File: config.mk
export PLATFORM = sky130hd
export DESIGN_NAME = bin2bcd_seq
export DESIGN_NICKNAME = d
export VERILOG_FILES = /design/src/rtl/bin2bcd_pkg.sv /design/src/rtl/bcd_digit_adj.sv /design/src/rtl/bin2bcd_seq.sv
export SDC_FILE = /design/constraint.sdc
export NUM_CORES = 1
export LEC_CHECK = 0
export CAP_MARGIN = 20
export CORE_ASPECT_RATIO = 0.8
export CORE_MARGIN = 2
export CORE_UTILIZATION = 53
export DETAILED_ROUTE_END_ITERATION = 7
export PLACE_DENSITY = 0.85
export SETUP_SLACK_MARGIN = 0.2
export SYNTH_ARGS = -nofsm -noshare
export SYNTH_HDL_FRONTEND = slang
export SYNTH_SLANG_ARGS = --single-unit
File: constraint.sdc
create_clock -name clk -period 1.73 [get_ports clk]
set_input_delay 0.173 -clock clk [delete_from_list [all_inputs] [get_ports clk]]
set_output_delay 0.173 -clock clk [all_outputs]
set_load 0.02 [all_outputs]
File: src/rtl/bin2bcd_pkg.sv
// Shared types and constants for the sequential binary-to-BCD converter.
// Holds the FSM state type, adjust constants and the digit-count helper.
package bin2bcd_pkg;

    typedef enum logic {
        IDLE  = 1'b0,
        SHIFT = 1'b1
    } state_t;

    localparam logic [3:0] BCD_ADJ_THRESH = 4'd5;
    localparam logic [3:0] BCD_ADJ_ADD    = 4'd3;

    // Decimal digits needed to show 2^width-1 (at least one).
    function automatic int min_digits(input int width);
        logic [63:0] v;
        int          d;
        v = (64'd1 << width) - 64'd1;
        d = 1;
        for (int i = 0; i < 20; i++) begin
            v = v / 64'd10;
            if (v != 64'd0) begin
                d = d + 1;
            end
        end
        return d;
    endfunction

endpackage

File: src/rtl/bcd_digit_adj.sv
// Double-dabble adjust for one BCD nibble: adds 3 when the digit is >= 5.
// Ports: d = scratch nibble in, q = adjusted nibble out (4-bit wrap, no carry).
module bcd_digit_adj
    import bin2bcd_pkg::*;
(
    input  logic [3:0] d,
    output logic [3:0] q
);

    assign q = (d >= BCD_ADJ_THRESH) ? d + BCD_ADJ_ADD : d;

endmodule

File: src/rtl/bin2bcd_seq.sv
// Sequential binary-to-BCD converter, one bit per clock (double dabble).
// Ports: clk, rst (sync, active-high), start, bin -> busy, done pulse, bcd.
// Optional macro BIN2BCD_AUTO_TRIG_EN: also start when bin differs from
// the value of the last accepted conversion.
module bin2bcd_seq
    import bin2bcd_pkg::*;
#(
    parameter int WIDTH  = 8,
    parameter int DIGITS = 3
) (
    input  logic                  clk,
    input  logic                  rst,
    input  logic                  start,
    input  logic [WIDTH-1:0]      bin,
    output logic                  busy,
    output logic                  done,
    output logic [4*DIGITS-1:0]   bcd
);

    localparam int BW = 4 * DIGITS;
    localparam int CW = $clog2(WIDTH + 1);
    localparam logic [CW-1:0] CNT_LOAD = CW'(WIDTH);
    localparam logic [CW-1:0] CNT_ONE  = CW'(1);

    if (DIGITS < min_digits(WIDTH)) begin : g_digits_chk
        $fatal(1, "bin2bcd_seq: DIGITS too small for WIDTH");
    end

    state_t           state_q, state_n;
    logic [WIDTH-1:0] shift_q, shift_n;
    logic [BW-1:0]    scr_q, scr_n, scr_adj;
    logic [CW-1:0]    cnt_q, cnt_n;
    logic [BW-1:0]    bcd_n;
    logic             done_n;
    logic             go;

`ifdef BIN2BCD_AUTO_TRIG_EN
    logic [WIDTH-1:0] last_q, last_n;
    assign go = start || (bin != last_q);
`else
    assign go = start;
`endif

    for (genvar k = 0; k < DIGITS; k++) begin : g_adj
        bcd_digit_adj u_adj (
            .d (scr_q[4*k +: 4]),
            .q (scr_adj[4*k +: 4])
        );
    end

    assign busy = (state_q == SHIFT);

    always_comb begin
        state_n = state_q;
        shift_n = shift_q;
        scr_n   = scr_q;
        cnt_n   = cnt_q;
        bcd_n   = bcd;
        done_n  = 1'b0;
`ifdef BIN2BCD_AUTO_TRIG_EN
        last_n  = last_q;
`endif
        unique case (1'b1)
            (state_q == IDLE): begin
                if (go) begin
                    shift_n = bin;
                    scr_n   = '0;
                    cnt_n   = CNT_LOAD;
                    state_n = SHIFT;
`ifdef BIN2BCD_AUTO_TRIG_EN
                    last_n  = bin;
`endif
                end
            end
            (state_q == SHIFT): begin
                {scr_n, shift_n} = {scr_adj, shift_q} << 1;
                cnt_n = cnt_q - CNT_ONE;
                // Final shift: publish the whole result at once.
                if (cnt_q == CNT_ONE) begin
                    bcd_n   = scr_n;
                    done_n  = 1'b1;
                    state_n = IDLE;
                end
            end
            default: ;
        endcase
    end

    always_ff @(posedge clk) begin
        if (rst) begin
            state_q <= IDLE;
            shift_q <= '0;
            scr_q   <= '0;
            cnt_q   <= '0;
            bcd     <= '0;
            done    <= 1'b0;
`ifdef BIN2BCD_AUTO_TRIG_EN
            last_q  <= '0;
`endif
        end else begin
            state_q <= state_n;
            shift_q <= shift_n;
            scr_q   <= scr_n;
            cnt_q   <= cnt_n;
            bcd     <= bcd_n;
            done    <= done_n;
`ifdef BIN2BCD_AUTO_TRIG_EN
            last_q  <= last_n;
`endif
        end
    end

endmodule

; ---- Yosys cells after proc, flatten, opt, wreduce, memory -nomap -nowiden
; Index checks and enable logic that the tools add are counted.
[word_totals]
out_inout_bits = 14
input_bits = 11
reg_bits = 38
latch_bits = 0
mem_bits_rw = 0
romBits = 0
n_memories = 0
[op_classes]
magnitude_cmp = 3
reduce_logical = 2
muxes = 13
n_eq_ne = 2
n_addsub = 4
bitwise_logic = 1
shifts = 0
n_div = 0
multipliers = 0
[op_table]
columns = op, count
row1 = $pmux 12 s2, 1
row2 = $pmux 8 s2, 1
row3 = $ge 4x3->1 const B, 3
row4 = $mux 12, 1
row5 = $mux 4, 3
row6 = $add 4x2->4 const B, 2
row7 = $mux 8, 1
row8 = $pmux 4 s2, 1
row9 = $eq 4x1->1 const B, 1
row10 = $sub 4x1->4 const B, 1
row11 = $add 3x2->3 const B, 1
row12 = $mux 1, 3
row13 = $mux 3, 1
row14 = $ne 2x2->1 const B, 1
row15 = $pmux 1 s2, 1
row16 = $reduce_and 2->1, 1
row17 = $reduce_or 2->1, 1
row18 = $not 1->1, 1

; ---- Depth between registers and ports, before layout
[logic_depth]
word_depth = 3
ltp_mapped = 8
depth_no_buf = 7

; ---- Modules after synthesis
; Synthesis repeated with hierarchy kept, for this count alone.
[hier_totals]
hier_cells = 192
hier_area_um2 = 1899.3
[by_module_without_submodules]
columns = mod, n_inst, area_per_inst_um2, cells_per_inst
row1 = bin2bcd_seq, 1, 1595.3, 144
row2 = bcd_digit_adj, 3, 101.3, 16

; ---- Least setup slack after synthesis
; No wires, ideal clock.
[synth_path]
path_kind = register to register
start = register scr_q[4]
end = register scr_q[6]
setup_ps = 68
setup_slack_ps = 342
path_buffers = 0
path_stages_with_launch = 7
t_required_ps = 1662
synth_period_minus_slack_ps = 1388
t_arrival_ps = 1320
cell_sequence = dfxtp_1 -> inv_1 -> ha_1 -> nand2b_1 -> a21o_1 -> mux2_4 -> o21ai_2
[synth_between]
elab_chain_len = 3
word_cells_on_any_way = 4
cone_classes = add/sub: 1 / order compare: 1 / mux: 2
[synth_rtl]
columns = element, line
row1 = "start, declared", bin2bcd_seq.sv:31  ; logic [BW-1:0] scr_q, scr_n, scr_adj;
row2 = "start signal, assigned", bin2bcd_seq.sv:103  ; scr_q <= scr_n;
row3 = $add 4x2->4 or $ge 4x3->1 (tied branches), bcd_digit_adj.sv:10  ; assign q = (d >= BCD_ADJ_THRESH) ? d + BCD_ADJ_ADD : d;
row4 = $mux 4 *, bcd_digit_adj.sv:10
row5 = $pmux 12 s2 *, bin2bcd_seq.sv:63  ; unique case (1'b1)
; Mark *: on every way between the ends. The rest lies on a longest branch, timed or not.
; A chain may end at the register's enable or synchronous reset.

; ---- Worst setup path in the final report
[layout_path]
start = register scr_q[0]
end = register bcd[2]
[layout_between]
elab_chain_len = 2
word_cells_on_any_way = 3
cone_classes = add/sub: 1 / order compare: 1 / mux: 1
[layout_rtl]
columns = element, line
row1 = $add 4x2->4 or $ge 4x3->1 (tied branches), bcd_digit_adj.sv:10
row2 = $mux 4 *, bcd_digit_adj.sv:10
row3 = "end signal, assigned", bin2bcd_seq.sv:105  ; bcd <= bcd_n;
row4 = "end, declared", bin2bcd_seq.sv:17  ; output logic [4*DIGITS-1:0] bcd
; Marked as above.

==> results.py <==
metrics = {
    "global_route": {
        "overflow": 0,
        "grt_pass1_wl_um": 6070,
        "grt_max_degree": 28,
        "grt_pass1_vias": 1386,
        "antenna_found_initial": 0,
        "grt_use_total": 0.228,
    },
    "floorplan": {
        "initial_core_util": 0.552,
        "die_area_um2": 3690,
        "core-area_um2": 3090,
        "die_w_um": 67.4,
        "die_h_um": 54.7,
        "ioPinCount": 25,
        "rows": 18,
    },
    "clock_network": {
        "ctsHoldBuffers": 0,
        "cts_buffers": 5,
        "clkLatencyLatePin_ns": 0.29,
        "cts_buffer_depth": 2,
        "root_buffer": "clkbuf_8",
        "cts_max_level": 2,
        "post_cts_buffers": 0,
        "path_clk_slew_ns": 0.07,
        "cts_tree": "done",
        "clock_sinks": 38,
    },
    "power_and_ir_drop": {
        "peakVddDrop_v": 0.000541,
        "p_comb_frac": 0.102,
        "sw_frac_of_total": 0.241,
        "p_clk_frac": 0.355,
        "p_switching_uw": 408,
        "p_leak_nw": 0.795,
        "p_per_area_nw_per_um2": 799,
        "cellInternalPower_mw": 1.28,
        "seqPwrFrac": 0.543,
    },
    "sta": {
        "drv_slew": 0,
        "clock_skew_ns": 0.00397,
        "finalSetupTns_ns": 0,
        "rsz0062_at_grt": "true",
        "timing.fmax_ghz": 0.676,
        "hold_viol": 0,
        "maxSlewHeadroom": 0.699,
        "worst_pin_slew_ns": 0.451,
        "finalCriticalPeriod_ns": 1.48,
        "setup_ws_ns": 0.250,
        "setup_violations": 0,
        "timing.final.crit_share": 0.856,
    },
    "final_layout": {
        "nFillCells": 233,
        "finish.instance_area_um2": 2110,
        "final_layout_size_suffix_gt1_frac": 0.143,
        "postLayoutCoreUtil": 0.685,
        "antenna_cells": 0,
        "final_nets": 230,
        "area_growth_pct": 24.2,
    },
    "route": {
        "drt-pass1-iter-count": 4,
        "route.antenna.remaining_nets": 0,
        "vias_per_cell": 5.51,
        "drt-initial-drc-count": 63,
        "wl_per_cell_um": 14.6,
        "dr_total_vias": 1377,
        "drc": 0,
        "wirelength_um": 3640,
    },
    "hold_path": {
        "hp-class": "reg2reg",
        "min_to": "bcd[5]$_SDFFE_PP0P_",
        "hold_start": "bcd[5]$_SDFFE_PP0P_",
        "hold_path_depth": 1,
    },
    "critical_path": {
        "cp-end-kind": "flop",
        "crit_path_top_delay_cell": "dfxtp_2",
        "crit_path_cell_trace": "inv_1 -> ha_2 -> nand2b_1 -> a21o_1 -> mux2_4 -> o2bb2ai_2",
        "cp_slowest_stage_delay_ns": 0.34,
        "cp_data_required_time_ns": 1.96,
        "crit_fanout": 5,
        "reg2reg_slack_ns": 0.25,
        "reg2regPathDepth": 6,
        "r2r-start": "scr_q[0]$_SDFFE_PP0P_",
        "r2r-end": "bcd[2]$_SDFFE_PP0P_",
        "critPathLaunch": "scr_q[0]$_SDFFE_PP0P_",
        "cp-start-kind": "flop",
        "cp.arrival_ns": 1.71,
        "path_class": "reg2reg",
    },
    "logic_synthesis": {
        "ys_warn_count": 0,
        "yosysSeqAreaShare": 0.447,
        "syn_nets": 201,
        "synthCells": 182,
        "syn_area_um2": 1700,
        "ys_types": 30,
        "synth_seq_cells": 38,
        "syn_avg_cell_area_um2": 9.36,
    },
    "placed_design": {
        "hpwl_um": 2570,
        "io_buffers": 24,
        "placed_area_um2": 2000,
        "gp_congestion": 0.771,
        "dpl_worst_slack_ns": 0.0533,
    },
    "job": {
        "maxCapViolations": 0,
    },
    "status": {
        "status": "complete, no violations",
    },
}
==> worst max path at each step <==
| stage | endpoint | slack, ns | cells after the start |
|---|---|---|---|
| after global routing | bcd[2]$_SDFFE_PP0P_ | 0.17 | 6 |
| final | bcd[2]$_SDFFE_PP0P_ | 0.25 | 6 |
| after global placement | bcd[9]$_SDFFE_PP0P_ | 0.10 | 6 |
| after floorplan | scr_q[6]$_SDFFE_PP0P_ | 0.34 | 6 |
| after CTS | bcd[2]$_SDFFE_PP0P_ | 0.22 | 6 |
| after detailed placement | bcd[0]$_SDFFE_PP0P_ | 0.05 | 6 |
==> flip-flops by register name, indices dropped and copies added, names as in the netlist <==
register	cells
cnt_q	4
done	1
busy	1
bcd	12
shift_q	8
scr_q	12
==> worst max-delay path: cells and delay by family, from the launching register on <==
family	cells	cell delay, ns
muxes	1	0.32
and+or+nand+nor	1	0.08
AOI/OAI and AO/OA	2	0.34
DFF	1	0.34
buffers and inverters	1	0.10
adders and majority gates	1	0.24
==> per-layer routing <==
metal  up-vias  share of wire  track usage
met5         -              0            0
met4         0          0.014       0.0850
met3         6          0.045       0.0823
met2        26           0.47        0.381
met1       648           0.47        0.272
li1        697              -            -
==> placed cells by master, fill, tap and decap left out, drive strengths merged <==
| cell | Yosys | final |
|---|---|---|
| nor2 | 23 | 23 |
| nand3 | 9 | 9 |
| o21ba | 1 | 1 |
| nand3b | 1 | 1 |
| clkbuf | 2 | 6 |
| nand2b | 6 | 6 |
| a32o | 2 | 2 |
| xnor2 | 3 | 3 |
| a22o | 3 | 3 |
| nor3b | 5 | 5 |
| clkdlybuf4s50 | 0 | 24 |
| ha | 8 | 8 |
| buf | 7 | 7 |
| mux2 | 2 | 2 |
| dfxtp | 38 | 38 |
| o2bb2ai | 9 | 9 |
| nand2 | 1 | 1 |
| a21oi | 18 | 18 |
| o31a | 1 | 1 |
| a311oi | 1 | 1 |
| nor3 | 8 | 8 |
| inv | 10 | 10 |
| a21o | 2 | 2 |
| o21ai | 12 | 12 |
| mux2i | 10 | 10 |
==> cell type report <==
type	instances	area [µm²]	area share
Timing Repair Buffer	31	293	0.138
Inverter	10	37.5	0.0178
Tap cell	40	50.0	0.0237
Clock buffer	6	82.6	0.0391
Sequential cell	38	766	0.362
Multi-Input combinational cell	125	886	0.419
==> synthesized netlist by cell type <==
master	number	area, µm²
mux2i_1	10	100
o21ai_0	10	50.1
clkbuf_1	2	7.51
mux2_4	2	30.0
a21oi_2	1	8.76
a21o_1	2	15.0
ha_1	8	100
a22o_1	3	26.3
a32o_1	2	20.0
o2bb2ai_1	7	61.3
nand3b_1	1	7.51
a21oi_1	17	85.1
o2bb2ai_2	2	30.0
nor3_1	7	35.0
inv_1	10	37.5
o31a_1	1	8.76
a311oi_1	1	8.76
buf_2	5	25.0
xnor2_1	3	26.3
nor3b_1	5	37.5
nor3_2	1	10.0
buf_1	1	3.75
nand2_1	1	3.75
nor2_1	23	86.3
nand2b_1	6	37.5
o21ai_2	2	17.5
buf_4	1	7.51
o21ba_1	1	10.0
nand3_1	9	45.0
dfxtp_1	38	761
==> metrics by stage <==
stage          cells  power, mW  hold slack (ns)
2_1_floorplan    182       1.04            0.368
3_3_place_gp     244       1.09            0.445
3_5_place_dp     244       1.10            0.447
4_1_cts          250       1.70            0.467
5_1_grt          250       1.77            0.478
6_report         250       1.69            0.464
==> repair_timing <==
| action | 4_1_cts | 5_1_grt |
|---|---|---|
| endpoints found under the setup margin | 13 | 10 |
| pin swaps | 0 | 2 |
| resized for setup | 3 | 8 |
| cloned | 0 | 0 |
==> power groups by stage <==
| stage | Clock, mW | Combinational, mW | Sequential [mW] |
|---|---|---|---|
| CTS | 0.619 | 0.169 | 0.916 |
| finish | 0.599 | 0.172 | 0.918 |
| global route | 0.659 | 0.190 | 0.920 |
| floorplan | 0 | 0.106 | 0.933 |
| global placement | 0 | 0.158 | 0.934 |
| detailed placement | 0 | 0.168 | 0.935 |
==> logic make-up (layout without fill, tap and decap cells) <==
family | after synthesis | in the layout | synth area share
AOI/OAI and AO/OA | 49 | 49 | 0.201
muxes | 12 | 12 | 0.0764
and+or+nand+nor | 53 | 53 | 0.154
buffers and inverters | 19 | 47 | 0.0478
adders and majority gates | 8 | 8 | 0.0588
xor gates and xnor gates | 3 | 3 | 0.0154
DFF | 38 | 38 | 0.447
(Power assumes the default switching activity.)
